--- src/rtl/exec_pkg.sv ---
// Shared types and defaults for the exec_sequencer datapath: FSM states, ALU op codes
// and B-operand shift codes.
package exec_pkg;

    localparam int unsigned DefaultWidth = 16;

    typedef enum logic [2:0] {
        StIdle,
        StRdA,
        StRdB,
        StExec,
        StWb
    } state_e;

    typedef enum logic [1:0] {
        OpAdd = 2'b00,
        OpSub = 2'b01,
        OpAnd = 2'b10,
        OpNot = 2'b11
    } op_e;

    typedef enum logic [1:0] {
        ShNone = 2'b00,
        ShLsl1 = 2'b01,
        ShLsr1 = 2'b10,
        ShAsr1 = 2'b11
    } shift_e;

endpackage

--- src/rtl/alu_shift.sv ---
// Combinational B-operand shifter, ALU and {Z,N,V} flag generation.
module alu_shift
    import exec_pkg::*;
#(
    parameter int unsigned WIDTH = DefaultWidth
) (
    input  logic [WIDTH-1:0] a_i,
    input  logic [WIDTH-1:0] b_i,
    input  op_e              op_i,
    input  shift_e           shift_i,
    output logic [WIDTH-1:0] result_o,
    output logic [2:0]       flags_o
);

    logic [WIDTH-1:0] b_sh;
    logic [WIDTH-1:0] res;
    logic             ovf;

    always_comb begin
        b_sh = b_i;
        unique case (shift_i)
            ShNone: b_sh = b_i;
            ShLsl1: b_sh = {b_i[WIDTH-2:0], 1'b0};
            ShLsr1: b_sh = {1'b0, b_i[WIDTH-1:1]};
            ShAsr1: b_sh = {b_i[WIDTH-1], b_i[WIDTH-1:1]};
            default: b_sh = b_i;
        endcase
    end

    always_comb begin
        res = '0;
        ovf = 1'b0;
        unique case (op_i)
            OpAdd: begin
                res = a_i + b_sh;
                // Overflow: operands agree in sign but the result does not.
                ovf = (a_i[WIDTH-1] == b_sh[WIDTH-1]) && (res[WIDTH-1] != a_i[WIDTH-1]);
            end
            OpSub: begin
                res = a_i - b_sh;
                ovf = (a_i[WIDTH-1] != b_sh[WIDTH-1]) && (res[WIDTH-1] != a_i[WIDTH-1]);
            end
            OpAnd: res = a_i & b_sh;
            OpNot: res = ~b_sh;
            default: res = '0;
        endcase
    end

    assign result_o = res;
    assign flags_o  = {(res == '0), res[WIDTH-1], ovf};

endmodule

--- src/rtl/exec_sequencer.sv ---
// Five-state sequencer: reads A and B from an external register file, executes one
// shift+ALU operation and writes the result back, reporting {Z,N,V} status.
module exec_sequencer
    import exec_pkg::*;
#(
    parameter int unsigned WIDTH = DefaultWidth
) (
    input  logic             clk,
    input  logic             rst_n,
    input  logic             start_i,
    input  logic [1:0]       op_i,
    input  logic [1:0]       shift_i,
    input  logic [2:0]       rn_i,
    input  logic [2:0]       rm_i,
    input  logic [2:0]       rd_i,
    output logic [2:0]       readnum_o,
    input  logic [WIDTH-1:0] rf_data_i,
    output logic             write_o,
    output logic [2:0]       writenum_o,
    output logic [WIDTH-1:0] data_in_o,
    output logic             busy_o,
    output logic             done_o,
    output logic [2:0]       status_o
);

    state_e           state_q, state_d;
    op_e              op_q;
    shift_e           shift_q;
    logic [2:0]       rn_q, rm_q, rd_q;
    logic [WIDTH-1:0] a_q, b_q, c_q;
    logic [2:0]       status_q;
    logic [WIDTH-1:0] alu_res;
    logic [2:0]       alu_flags;

    alu_shift #(
        .WIDTH(WIDTH)
    ) u_alu_shift (
        .a_i     (a_q),
        .b_i     (b_q),
        .op_i    (op_q),
        .shift_i (shift_q),
        .result_o(alu_res),
        .flags_o (alu_flags)
    );

    always_comb begin
        state_d = state_q;
        unique case (state_q)
            StIdle:  if (start_i) state_d = StRdA;
            StRdA:   state_d = StRdB;
            StRdB:   state_d = StExec;
            StExec:  state_d = StWb;
            StWb:    state_d = StIdle;
            default: state_d = StIdle;
        endcase
    end

    always_ff @(posedge clk or negedge rst_n) begin
        if (!rst_n) begin
            state_q  <= StIdle;
            op_q     <= OpAdd;
            shift_q  <= ShNone;
            rn_q     <= '0;
            rm_q     <= '0;
            rd_q     <= '0;
            a_q      <= '0;
            b_q      <= '0;
            c_q      <= '0;
            status_q <= '0;
        end else begin
            state_q <= state_d;
            if (state_q == StIdle && start_i) begin
                op_q    <= op_e'(op_i);
                shift_q <= shift_e'(shift_i);
                rn_q    <= rn_i;
                rm_q    <= rm_i;
                rd_q    <= rd_i;
            end
            if (state_q == StRdA) a_q <= rf_data_i;
            if (state_q == StRdB) b_q <= rf_data_i;
            if (state_q == StExec) begin
                c_q      <= alu_res;
                status_q <= alu_flags;
            end
        end
    end

    // rm_q is the idle read select so readnum settles to 0 straight out of reset.
    always_comb begin
        readnum_o  = (state_q == StRdA) ? rn_q : rm_q;
        write_o    = (state_q == StWb);
        done_o     = (state_q == StWb);
        busy_o     = (state_q != StIdle);
        writenum_o = rd_q;
        data_in_o  = c_q;
        status_o   = status_q;
    end

endmodule
--- config.mk ---
export PLATFORM = sky130hd
export DESIGN_NAME = exec_sequencer
export DESIGN_NICKNAME = d
export VERILOG_FILES = /design/src/rtl/exec_pkg.sv /design/src/rtl/alu_shift.sv /design/src/rtl/exec_sequencer.sv
export SDC_FILE = /design/constraint.sdc
export NUM_CORES = 1
export LEC_CHECK = 0
export ABC_CLOCK_PERIOD_IN_PS = 6300
export CAP_MARGIN = 25
export CORE_ASPECT_RATIO = 0.6
export CORE_MARGIN = 2
export CORE_UTILIZATION = 34
export CTS_CLUSTER_SIZE = 20
export DETAILED_ROUTE_END_ITERATION = 8
export PLACE_DENSITY = 0.54
export SLEW_MARGIN = 20
export SYNTH_ARGS = -nofsm -noshare
export SYNTH_HDL_FRONTEND = slang
export SYNTH_HIERARCHICAL = 1
export SYNTH_SLANG_ARGS = --single-unit
--- constraint.sdc ---
create_clock -name clk -period 6.3 [get_ports clk]
set_clock_uncertainty 0.1 [all_clocks]
set_input_delay 1.575 -clock clk [delete_from_list [all_inputs] [get_ports clk]]
set_output_delay 1.575 -clock clk [all_outputs]
set_load 0.01 [all_outputs]
# Word level (Yosys, flattened, before mapping)
# Cells that the tools add are included.
# W data, S select, Z words.
totals:
  mem_bits_ro: 0
  output_inout_bits: 28
  input_bits: 32
  latchBits: 0
  ram_bits: 0
  word_cells: 43
  regBits: 67
  memories: 0
op_classes:
  shift: 0
  n_reduce_logical: 8
  multipliers: 0
  n_mux: 6
  addsub: 2
  bitwise_logic: 2
  eq_ne: 15
  div_mod_pow: 0
  n_lt_le_gt_ge: 0
op_table:
  columns: ["cell", "n"]
  rows:
  - ["$pmux W16 S4", 2]
  - ["$add A16 B16 Y16", 1]
  - ["$and A16 B16 Y16", 1]
  - ["$logic_not A16 Y1", 1]
  - ["$not A16 Y16", 1]
  - ["$sub A16 B16 Y16", 1]
  - ["$pmux W3 S4", 1]
  - ["$eq A2 B2 Y1 const B", 4]
  - ["$eq A3 B2 Y1 const B", 2]
  - ["$mux W3", 2]
  - ["$eq A2 B1 Y1 const B", 2]
  - ["$logic_not A2 Y1", 2]
  - ["$eq A3 B1 Y1 const B", 1]
  - ["$eq A3 B3 Y1 const B", 1]
  - ["$logic_and A1 B1 Y1", 3]
  - ["$logic_not A3 Y1", 1]
  - ["$ne A1 B1 Y1", 3]
  - ["$reduce_bool A3 Y1", 1]
  - ["$ne A2 B2 Y1 const B", 1]
  - ["$pmux W1 S2", 1]
  - ["$eq A1 B1 Y1", 1]

# Longest topological paths before layout
# Gate-level depths: netlist (run 1).
depth:
  word_depth: 6
  mapped_depth: 18
  mapped_depth_nobuf: 15

# By module
# Netlist (run 1), hierarchy kept.
modules_own_cells:
  columns: ["mod", "area_each_um2", "cells_each", "instances", "seq_area_each_um2"]
  rows:
  - ["exec_sequencer", 2622.5, 155, 1, 1676.6]
  - ["alu_shift", 2348.5, 347, 1, 0.0]

# Worst setup path after synthesis (run 1)
# OpenSTA, ideal clock, no wires.
synth_timing:
  path_kind: "reg2reg"
  from: "register shift_q[0]"
  to: "register status_q[2], in the netlist status_o[2]"
  t_required_ns: 6.135
  path_stages_with_launch: 17
  arrival_ns: 4.173
  period_less_slack_ns: 4.337
  path_buffers: 1
  slack_ns: 1.963
  setup_time_ns: 0.065
  path_cell_list: "dfrtp_1 > buf_4 > mux2i_1 > nor2_1 > a21oi_1 > inv_1 > ha_1 > a21oi_1 > o21bai_1 > xnor2_1 > mux4_2 > or4_1 > or4_1 > a2111oi_2 > or4b_1 > nor4_2 > mux2_2"
synth_between:
  elab_chain_len: 5
synth_lines:
  columns: ["element", "line_no", "text"]
  rows:
  - ["start, declared", "exec_sequencer.sv:28", "shift_e shift_q;"]
  - ["start signal, assigned", "exec_sequencer.sv:62", "shift_q <= ShNone;"]
  - ["start signal, assigned", "exec_sequencer.sv:74", "shift_q <= shift_e'(shift_i);"]
  - ["$eq A2 B2 Y1 (tied with other cells)", "alu_shift.sv:21", "unique case (shift_i)"]
  - ["$pmux W16 S4 *", "alu_shift.sv:21", null]
  - ["$sub A16 B16 Y16 (tied with other cells)", "alu_shift.sv:40", "res = a_i - b_sh;"]
  - ["$pmux W16 S4 *", "alu_shift.sv:33", "unique case (op_i)"]
  - ["net alu_res[3]", "exec_sequencer.sv:32", "logic [WIDTH-1:0] alu_res;"]
  - ["$logic_not A16 Y1 *", "alu_shift.sv:50", "assign flags_o = {(res == '0), res[WIDTH-1], ovf};"]
  - ["net alu_flags[2]", "exec_sequencer.sv:33", "logic [2:0] alu_flags;"]
  - ["end signal, assigned", "exec_sequencer.sv:83", "status_q <= alu_flags;"]
  - ["end, declared", "exec_sequencer.sv:31", "logic [2:0] status_q;"]
# Mark *: on every way through the listed nets, which the timed path passes. The rest lies on a longest branch.
# A chain may end at the register's enable or synchronous reset.

# Worst setup path after layout (run 1)
# Same ends and word-level chain as after synthesis.

==> summary.md, run 1 <==
| Metric | Value |
|---|---|
| Synth warn | `6` |
| Vias in the first global route | `about 3600` |
| Post-Syn Nets | `568` |
| Antenna cell count | `0` |
| Asr flop ratio synth | `100%` |
| Hold path cells | `1` |
| Outcome | `completed` |
| Root Buffer | `clkbuf_16` |
| Top cells by area, synth | `dfrtp_1 34%, mux2_2 15%, ha_1 8.1%` |
| Final Slew Violations | `0` |
| Number of enable flip-flop cells after synthesis | `0` |
| Synthesized flop and latch total | `67` |
| Fin crit period | `between 5 and 6 ns` |
| CP required | `around 6.5 ns` |
| Row cnt | `34` |
| Final WL | `12.9 mm` |
| Setup bufs post-CTS | `0` |
| Worst-path clk slew | `~0.060 ns` |
| Final-report hold violation count | `0` |
| Critical path endpoint category | `flop` |
| I/O pins | `60` |
| Max_slew headroom | `a little under two fifths` |
| HPWL after detailed placement | `a little under 10 mm` |
| Placeable core region | `between 0.01 and 0.015 sq mm` |
| Final nets | `just over 600` |
| Area of the mapped netlist | `~0.005 sq mm` |
| Final Cycle Share | `a little under nine tenths` |
| Die footprint | `roughly 0.016 sq mm` |
| Clock Latency Late Sink | `~0.34 ns` |
| TritonCTS clock tree | `built` |
| Area leader, netlist | `dfrtp_1` |
| CP Max Fanout | `18` |
| Antenna viol nets, final | `0` |
| Die Ht | `97.7 um` |
| Syn_area_per_cell | `about 9.9 sq um` |
| GRT Residual Overflow | `0` |
| Setup TNS | `0 ns` |
| Slew @ Worst Pin | `0.931 ns` |
| Clock buffer depth | `2` |
| Synth Flop Type | `dfrtp_1` |
| Post-synthesis sequential area ratio | `approximately 34%` |
| Worst Setup Start Kind | `flop` |
| FF-to-FF path depth | `15` |
| First-pass GRT wire length | `between 20 and 25 mm` |
| Max-cap violation count | `0` |
| Avg WL per Cell | `17.3 um` |
| Synth top cells by count | `67 x dfrtp_1, 66 x mux2_2, 33 x inv_1` |
| # resized after CTS | `0` |
| Cts-stage hold buffer count | `0` |
| Crit path DAT | `about 5.6 ns` |
| Share of post-route cells with drive strength above 1 | `18.1%` |
| Die width | `roughly 160 um` |
| CP Class | `flop to flop` |
| Largest net degree at the start of global routing | `a little under 70` |
| Gate Count Post-Synth | `between 500 and 600` |
| # setup viols final | `0` |
| Max Fclk | `approximately 180 MHz` |
| PortBufs | `slightly below 60` |
| DRT Pass-1 Iters | `4` |
| Starting Density | `34.6%` |
| Violation count after the first detailed-routing iteration | `between 300 and 400` |
| Netlist cell types | `slightly above 60` |
| Layout area overhead | `19.3%` |
| CTS Buf Count | `9` |
| Residual DRC | `0` |
| Dpl ws | `about 0.96 ns` |
| Initial antenna violation count | `0` |
| Avg Vias per Cell | `around 5.2` |
| Placer Congestion | `between 0.8 and 0.9` |
| Total number of vias | `3907` |
| Setup ws final | `about 0.89 ns` |
| Most common cell in the netlist | `dfrtp_1` |
| Total global-route track usage | `16.9%` |
| RSZ-0062 raised after global routing | `false` |
| Share of Yosys cell area claimed by the top area cell type | `roughly 34%` |
| H-tree depth | `3` |
| Finished Core Util | `~41%` |
| CTS sink cnt | `67` |
| HP Class | `flop to flop` |
## flip-flops by register name, summed over array words and instances (netlist names), 3 cells and up
| signal | cells |
|---|---|
| state_q | 3 |
| b_q | 16 |
| a_q | 16 |
| rn_q | 3 |
| rm_q | 3 |
| data_in_o | 16 |
| status_o | 3 |
| writenum_o | 3 |
## path summary, 6_finish.rpt
path / startpoint / endpoint / slack (ns)
setup / recovery: shift_q[0]$_DFFE_PN0P_ / status_o[2]$_DFFE_PN0N_ / 0.89
hold / removal: data_in_o[9]$_DFFE_PN0N_ / data_in_o[9]$_DFFE_PN0N_ / 0.40
setup reg to reg: shift_q[0]$_DFFE_PN0P_ / status_o[2]$_DFFE_PN0N_ / 0.89
hold reg to reg: data_in_o[9]$_DFFE_PN0N_ / data_in_o[9]$_DFFE_PN0N_ / 0.40
max in group asynchronous: rst_n / data_in_o[14]$_DFFE_PN0N_ / 4.18
min in group asynchronous: rst_n / writenum_o[2]$_DFFE_PN0P_ / 1.35
## critical path, cell delays in order, from the launching register on
cell and delay, ns:
dfrtp_1 0.87, mux2i_1 0.31, nor2_1 0.07, a21oi_1 0.44, inv_1 0.16, ha_1 0.33, o21bai_1 0.25, a21oi_1 0.13
xnor2_1 0.14, mux4_2 0.48, or4_1 0.53, or4_1 0.43, a2111oi_2 0.21, or4b_1 0.49, nor4_2 0.21, mux2_2 0.18
## layout by cell type (no fill, tap or decap), types with 5 or more instances in the layout
cell type | synthesis | final
xnor2_1 | 12 | 12
and3_1 | 5 | 5
nand3_1 | 9 | 9
a21oi_1 | 27 | 27
clkbuf_16 | 0 | 9
a21o_1 | 8 | 8
nand2b_1 | 8 | 8
o31a_1 | 6 | 6
nor3_1 | 11 | 11
ha_1 | 32 | 32
mux2_2 | 66 | 66
mux2i_1 | 21 | 21
o211ai_1 | 9 | 9
clkdlybuf4s50_1 | 0 | 58
a211oi_1 | 5 | 5
nand2_1 | 31 | 31
nor2_1 | 20 | 20
dfrtp_1 | 67 | 67
mux2_1 | 5 | 5
inv_1 | 33 | 33
o21ai_0 | 23 | 23
## per-stage QoR
stage	hold WS, ns	area (sq um)	cells
2_1_floorplan	0.375	4970	502
3_3_place_gp	0.384	5640	729
3_5_place_dp	0.393	5640	729
4_1_cts	0.408	5920	745
5_1_grt	0.425	5930	746
6_report	0.404	5930	746
## layer usage
layer / wire length [um] / vias up / part of all wire, % / GRT usage (%)
met4: 96 / 0 / 0.74 / 3.53
li1: - / 1880 / - / -
met1: 7500 / 1903 / 58 / 29.3
met5: 0 / - / 0 / 0
met2: 4520 / 116 / 35 / 19.6
met3: 819 / 8 / 6.3 / 3.93
## layout make-up
type / instances / area (sq um)
multi-input cells: 366 / 2970
fillers: 1468 / 8450
inverters: 35 / 131
clock inverters: 6 / 48.8
clock buffers: 10 / 229
repair buffers: 64 / 627
flip-flops and latches: 67 / 1680
well taps: 198 / 248
## logic make-up after synthesis
kind of cell / after synthesis / share of synthesized area [%]
AOI/OAI and AO/OA: 114 / 15.3
and+or+nand+nor: 110 / 11.9
muxes: 94 / 21.2
buffers and inverters: 69 / 6.54
DFF: 67 / 33.7
adders and majority gates: 34 / 8.86
xor gates and xnor gates: 14 / 2.47
Power of run 1 is not shown: default switching activity piles up to over one toggle a cycle in this logic, so the estimate is an artifact.
==> inputs of run 2 (changes only) <==
--- a/config.mk
+++ b/config.mk
@@ -6,13 +6,13 @@
 export NUM_CORES = 1
 export LEC_CHECK = 0
 export ABC_CLOCK_PERIOD_IN_PS = 6300
-export CAP_MARGIN = 25
+export CAP_MARGIN = 0
 export CORE_ASPECT_RATIO = 0.6
 export CORE_MARGIN = 2
-export CORE_UTILIZATION = 34
+export CORE_UTILIZATION = 51
 export CTS_CLUSTER_SIZE = 20
 export DETAILED_ROUTE_END_ITERATION = 8
-export PLACE_DENSITY = 0.54
+export PLACE_DENSITY = 0.75
 export SLEW_MARGIN = 20
 export SYNTH_ARGS = -nofsm -noshare
 export SYNTH_HDL_FRONTEND = slang
==> summary.md, run 2 (same netlist as run 1, synthesis figures left out) <==
| Metric | Value |
|---|---|
| Final Slew Violations | `0 (unchanged)` |
| CP Max Fanout | `18 (unchanged)` |
| Slew @ Worst Pin | `1.04 ns (was 0.931 ns)` |
| Cell family with most CP delay | `simple AND/OR/NAND/NOR gates (unchanged)` |
| Worst stage delay on the critical path | `0.90 ns (was 0.87 ns)` |
| Layout area overhead | `17.5% (was 19.3%)` |
| Total number of vias | `3989 (was 3907)` |
| Max Fclk | `189 MHz (was 185 MHz)` |
| Avg Vias per Cell | `5.88 (was 5.24)` |
| # resized after CTS | `0 (unchanged)` |
| TritonCTS clock tree | `built (unchanged)` |
| Max-cap violation count | `0 (unchanged)` |
| Metal3 WL | `1.13 mm (was 819 um)` |
| Outcome | `completed (unchanged)` |
| HP Class | `flop to flop (unchanged)` |
| Most frequent cells in the layout | `67 x dfrtp_1, 66 x mux2_2, 58 x clkdlybuf4s50_1 (unchanged)` |
| PortBufs | `59 (unchanged)` |
| Hold path cells | `1 (unchanged)` |
| Max_slew headroom | `30.2% (was 37.7%)` |
| CP Class | `flop to flop (unchanged)` |
| Starting Density | `53.3% (was 34.6%)` |
| Crit path DAT | `5.46 ns (was 5.58 ns)` |
| First-pass GRT wire length | `20.5 mm (was 20.6 mm)` |
| HPWL after detailed placement | `9.44 mm (was 9.80 mm)` |
| Setup TNS | `0 ns (unchanged)` |
| Die footprint | `0.0106 sq mm (was 0.0156 sq mm)` |
| Placer Congestion | `0.908 (was 0.883)` |
| Critical path endpoint category | `flop (unchanged)` |
| GRT Residual Overflow | `0 (unchanged)` |
| Final WL | `12.3 mm (was 12.9 mm)` |
| WP depth | `15 (unchanged)` |
| Most common cell after layout, fill and taps aside | `dfrtp_1 (unchanged)` |
| Largest net degree at the start of global routing | `68 (unchanged)` |
| Reg2reg start | `shift_q[0]$_DFFE_PN0P_ (unchanged)` |
| Worst-path clk slew | `0.06 ns (about the same)` |
| Slowest CP cell | `dfrtp_1 (unchanged)` |
| Vias in the first global route | `3885 (was 3568)` |
| Crit path buf inv count | `1 (unchanged)` |
| Final-report hold violation count | `0 (unchanged)` |
| R2R Path End | `status_o[2]$_DFFE_PN0N_ (unchanged)` |
| Share of post-route cells with drive strength above 1 | `18.1% (unchanged)` |
| CTS Buf Count | `9 (unchanged)` |
| Antenna viol nets, final | `0 (unchanged)` |
| Total global-route track usage | `25.0% (was 16.9%)` |
| FF-to-FF path depth | `15 (unchanged)` |
| Met1 wire length | `6.31 mm (was 7.50 mm)` |
| Cells along the critical path | `mux2i_1 -> nor2_1 -> a21oi_1 -> inv_1 -> ha_1 -> a21oi_1 -> o21bai_1 -> xnor2_1 -> mux4_2 -> or4_1 -> or4_1 -> a2111oi_2 -> or4b_1 -> nor4_2 -> mux2_2 (was mux2i_1 -> nor2_1 -> a21oi_1 -> inv_1 -> ha_1 -> o21bai_1 -> a21oi_1 -> xnor2_1 -> mux4_2 -> or4_1 -> or4_1 -> a2111oi_2 -> or4b_1 -> nor4_2 -> mux2_2)` |
| Die Ht | `80.5 um (was 97.7 um)` |
| # setup viols final | `0 (unchanged)` |
| Die width | `131 um (was 160 um)` |
| Hold Crit Start | `data_in_o[11]$_DFFE_PN0N_ (was data_in_o[9]$_DFFE_PN0N_)` |
| Placeable core region | `0.00932 sq mm (was 0.0144 sq mm)` |
| Violation count after the first detailed-routing iteration | `283 (was 329)` |
| Final Cycle Share | `83.8% (was 85.8%)` |
| Worst Setup Start Kind | `flop (unchanged)` |
| Setup crit end | `status_o[2]$_DFFE_PN0N_ (unchanged)` |
| DRT Pass-1 Iters | `5 (was 4)` |
| RSZ-0062 raised after global routing | `false (unchanged)` |
| Clock Latency Late Sink | `0.34 ns (about the same)` |
| I/O pins | `60 (unchanged)` |
| Antenna cell count | `0 (unchanged)` |
| Residual DRC | `0 (unchanged)` |
| H-tree depth | `3 (unchanged)` |
| Final nets | `609 (unchanged)` |
| Cts-stage hold buffer count | `0 (unchanged)` |
| Initial antenna violation count | `0 (unchanged)` |
| Crit. Startpoint | `shift_q[0]$_DFFE_PN0P_ (unchanged)` |
| Met2 wire len | `4.78 mm (was 4.52 mm)` |
| Setup bufs post-CTS | `0 (unchanged)` |
| CP required | `6.48 ns (was 6.47 ns)` |
| Worst R2R Setup Slack | `1.02 ns (was 0.89 ns)` |
| Fin crit period | `5.28 ns (was 5.41 ns)` |
| Avg WL per Cell | `18.1 um (was 17.3 um)` |
| Clock buffer depth | `2 (unchanged)` |
| DR top layer | `met4 (unchanged)` |
| Root Buffer | `clkbuf_16 (unchanged)` |
| CTS sink cnt | `67 (unchanged)` |
| Row cnt | `27 (was 34)` |
-- run 2: changes by cell type in the layout (fill, tap and decap cells not counted) --
| cell | previous run | this run |
|---|---|---|
| buf_4 | 4 | 5 |
| buf_6 | 1 | 0 |
| clkinv_4 | 0 | 1 |
| inv_6 | 3 | 2 |
-- run 2: worst min path at each step --
stage               slack (ns)                         to
floorplan                 0.37        rn_q[0]$_DFFE_PN0P_
global placement          0.38        rn_q[2]$_DFFE_PN0P_
detailed placement        0.39  data_in_o[11]$_DFFE_PN0N_
CTS                       0.41  data_in_o[11]$_DFFE_PN0N_
global route              0.41        rn_q[1]$_DFFE_PN0P_
finish                    0.40  data_in_o[11]$_DFFE_PN0N_
-- run 2: per-layer routing --
| metal | track usage, % | up-vias |
|---|---|---|
| met4 | 4.57 | 0 |
| li1 | - | 1891 |
| met5 | 0 | - |
| met1 | 38.1 | 1937 |
| met3 | 7.39 | 8 |
| met2 | 34.6 | 153 |
-- run 2: worst reg2reg max path, cell delays in order, from the launching register on --
cell,delay (ns)
dfrtp_1,0.90
mux2i_1,0.29
nor2_1,0.06
a21oi_1,0.41
inv_1,0.16
ha_1,0.32
a21oi_1,0.25
o21bai_1,0.11
xnor2_1,0.13
mux4_2,0.47
or4_1,0.52
or4_1,0.44
a2111oi_2,0.22
or4b_1,0.47
nor4_2,0.21
mux2_2,0.18
-- run 2: through the flow --
stage | setup WS, ns | hold WS [ns] | cells | cell area (sq um) | util, %
after floorplan | 1.96 | 0.375 | 502 | 4970 | -
after global placement | 1.21 | 0.385 | 662 | 5560 | 59.7
after detailed placement | 1.07 | 0.392 | 662 | 5560 | 59.7
after CTS | 1.06 | 0.405 | 678 | 5840 | 62.6
after global routing | 0.732 | 0.415 | 678 | 5840 | 62.6
final | 1.02 | 0.403 | 678 | 5840 | 62.6
-- run 2: layout make-up --
type / instances / area (sq um)
clock buffer: 10 / 229
clock inverter: 6 / 48.8
fill: 804 / 3480
inverter: 35 / 131
multi-input combinational: 366 / 2970
sequential: 67 / 1680
tap: 130 / 163
timing repair buffer: 64 / 623
Power of run 2 is left out for the same reason.
==> inputs of run 3 (changes only) <==
--- a/config.mk
+++ b/config.mk
@@ -5,14 +5,14 @@
 export SDC_FILE = /design/constraint.sdc
 export NUM_CORES = 1
 export LEC_CHECK = 0
-export ABC_CLOCK_PERIOD_IN_PS = 6300
+export ABC_CLOCK_PERIOD_IN_PS = 4850
 export CAP_MARGIN = 0
 export CORE_ASPECT_RATIO = 0.6
 export CORE_MARGIN = 2
 export CORE_UTILIZATION = 51
 export CTS_CLUSTER_SIZE = 20
 export DETAILED_ROUTE_END_ITERATION = 8
-export PLACE_DENSITY = 0.75
+export PLACE_DENSITY = 0.78
 export SLEW_MARGIN = 20
 export SYNTH_ARGS = -nofsm -noshare
 export SYNTH_HDL_FRONTEND = slang
==> constraint.sdc (replaced) <==
create_clock -name clk -period 4.85 [get_ports clk]
set_clock_uncertainty 0.1 [all_clocks]
set_input_delay 1.2125 -clock clk [delete_from_list [all_inputs] [get_ports clk]]
set_output_delay 1.2125 -clock clk [all_outputs]
set_load 0.01 [all_outputs]
==> summary.md, run 3 (same netlist as run 1, synthesis figures left out) <==
| Metric | Value |
|---|---|
| HPWL after detailed placement | `9.88 mm (was 9.44 mm)` |
| Slew @ Worst Pin | `0.958 ns (was 1.04 ns)` |
| # resized after CTS | `0 (unchanged)` |
| GRT Residual Overflow | `0 (unchanged)` |
| Max Fclk | `218 MHz (was 189 MHz)` |
| Worst-path clk slew | `0.06 ns (about the same)` |
| Cts-stage hold buffer count | `0 (unchanged)` |
| Avg WL per Cell | `18.2 um (was 18.1 um)` |
| I/O pins | `60 (unchanged)` |
| Row cnt | `27 (unchanged)` |
| Fin crit period | `4.58 ns (was 5.28 ns)` |
| HP Class | `flop to flop (unchanged)` |
| Die width | `131 um (unchanged)` |
| Antenna cell count | `0 (unchanged)` |
| Root Buffer | `clkbuf_16 (unchanged)` |
| Placeable core region | `0.00932 sq mm (unchanged)` |
| CTS Buf Count | `9 (unchanged)` |
| Setup TNS | `0 ns (unchanged)` |
| Outcome | `completed (unchanged)` |
| Total global-route track usage | `25.4% (was 25.0%)` |
| Layout area overhead | `19.9% (was 17.5%)` |
| Setup bufs post-CTS | `0 (unchanged)` |
| First-pass GRT wire length | `20.9 mm (was 20.5 mm)` |
| Most used routing layer | `met1 (unchanged)` |
| DRT Pass-1 Iters | `5 (unchanged)` |
| Fillers | `768 (was 804)` |
| Violation count after the first detailed-routing iteration | `342 (was 283)` |
| Share of post-route cells with drive strength above 1 | `20.1% (was 18.1%)` |
| Max_slew headroom | `35.9% (was 30.2%)` |
| H-tree depth | `3 (unchanged)` |
| Total number of vias | `4047 (was 3989)` |
| Die Ht | `80.5 um (unchanged)` |
| Setup ws final | `0.268 ns (was 1.02 ns)` |
| Die footprint | `0.0106 sq mm (unchanged)` |
| # setup viols final | `0 (unchanged)` |
| Max-cap violation count | `0 (unchanged)` |
| Largest net degree at the start of global routing | `38 (was 68)` |
| Clock buffer depth | `2 (unchanged)` |
| Clock Latency Late Sink | `0.33 ns (was 0.34 ns)` |
| Most frequent cells in the layout | `67 x dfrtp_1, 66 x mux2_2, 58 x clkdlybuf4s50_1 (unchanged)` |
| Final nets | `619 (was 609)` |
| Residual DRC | `0 (unchanged)` |
| Critical path endpoint category | `flop (unchanged)` |
| Final Non-Filler Cells | `688 (was 678)` |
| PortBufs | `59 (unchanged)` |
| Avg Vias per Cell | `5.88 (about the same)` |
| Final Cycle Share | `94.5% (was 83.8%)` |
| Met3 usage | `4.80% (was 7.39%)` |
| CP Class | `flop to flop (unchanged)` |
| CP Max Fanout | `14 (was 18)` |
| Worst Setup Start Kind | `flop (unchanged)` |
| Most common cell after layout, fill and taps aside | `dfrtp_1 (unchanged)` |
| Vias in the first global route | `3928 (was 3885)` |
| RSZ-0062 raised after global routing | `false (unchanged)` |
| Initial antenna violation count | `0 (unchanged)` |
| Placed Instances | `672 (was 662)` |
| Crit path DAT | `4.75 ns (was 5.46 ns)` |
| Starting Density | `53.3% (unchanged)` |
| Final-report hold violation count | `0 (unchanged)` |
| Placer Congestion | `0.939 (was 0.908)` |
| Final Slew Violations | `0 (unchanged)` |
| Antenna viol nets, final | `0 (unchanged)` |
| Dpl ws | `0.251 ns (was 1.07 ns)` |
| Met2 global-route usage | `34.3% (was 34.6%)` |
| Final WL | `12.5 mm (was 12.3 mm)` |
| Grt met1 use | `40.4% (was 38.1%)` |
| CP required | `5.02 ns (was 6.48 ns)` |
| CTS sink cnt | `67 (unchanged)` |
| TritonCTS clock tree | `built (unchanged)` |
## run 3: critical path: stages (launching register included)
cell and delay, ns:
dfrtp_1 0.47, buf_4 0.29, mux2i_1 0.22, o21ai_1 0.07, buf_4 0.14, ha_1 0.40, nor2_1 0.31, o211ai_1 0.24
a21oi_1 0.25, nor3_1 0.08, o31a_1 0.33, or4_1 0.53, a2111oi_2 0.20, or4b_1 0.48, nor4_2 0.22, mux2_2 0.18
## run 3: stage by stage
stage | hold slack (ns) | instance area, sq um | utilization (%)
2_1_floorplan | 0.375 | 4970 | -
3_3_place_gp | 0.384 | 5640 | 60.5
3_5_place_dp | 0.392 | 5640 | 60.5
4_1_cts | 0.405 | 5950 | 63.8
5_1_grt | 0.426 | 5960 | 63.9
6_report | 0.401 | 5960 | 63.9
## run 3: cell type report
type,instances,area [sq um],area share (%)
clock inverters,6,71.3,1.20
repair buffers,74,698,11.7
clock buffers,10,239,4.01
multi-input cells,366,2980,50.0
flip-flops and latches,67,1680,28.1
well taps,130,163,2.73
inverters,35,131,2.20
## run 3: per-layer routing
layer,up-vias,wire length (um)
li1,1904,-
met1,1938,6570
met2,195,4760
met3,10,1120
met4,0,101
met5,-,0
## run 3: worst paths after layout
path	endpoint	from	slack [ns]	depth (start not counted)
min in group asynchronous	writenum_o[2]$_DFFE_PN0P_	rst_n	0.80	1
setup / recovery	status_o[2]$_DFFE_PN0N_	shift_q[0]$_DFFE_PN0P_	0.27	15
hold / removal	data_in_o[15]$_DFFE_PN0N_	data_in_o[15]$_DFFE_PN0N_	0.40	1
setup reg to reg	status_o[2]$_DFFE_PN0N_	shift_q[0]$_DFFE_PN0P_	0.27	15
hold reg to reg	data_in_o[15]$_DFFE_PN0N_	data_in_o[15]$_DFFE_PN0N_	0.40	1
max in group asynchronous	data_in_o[9]$_DFFE_PN0N_	rst_n	2.90	2
Power of run 3 is left out for the same reason.
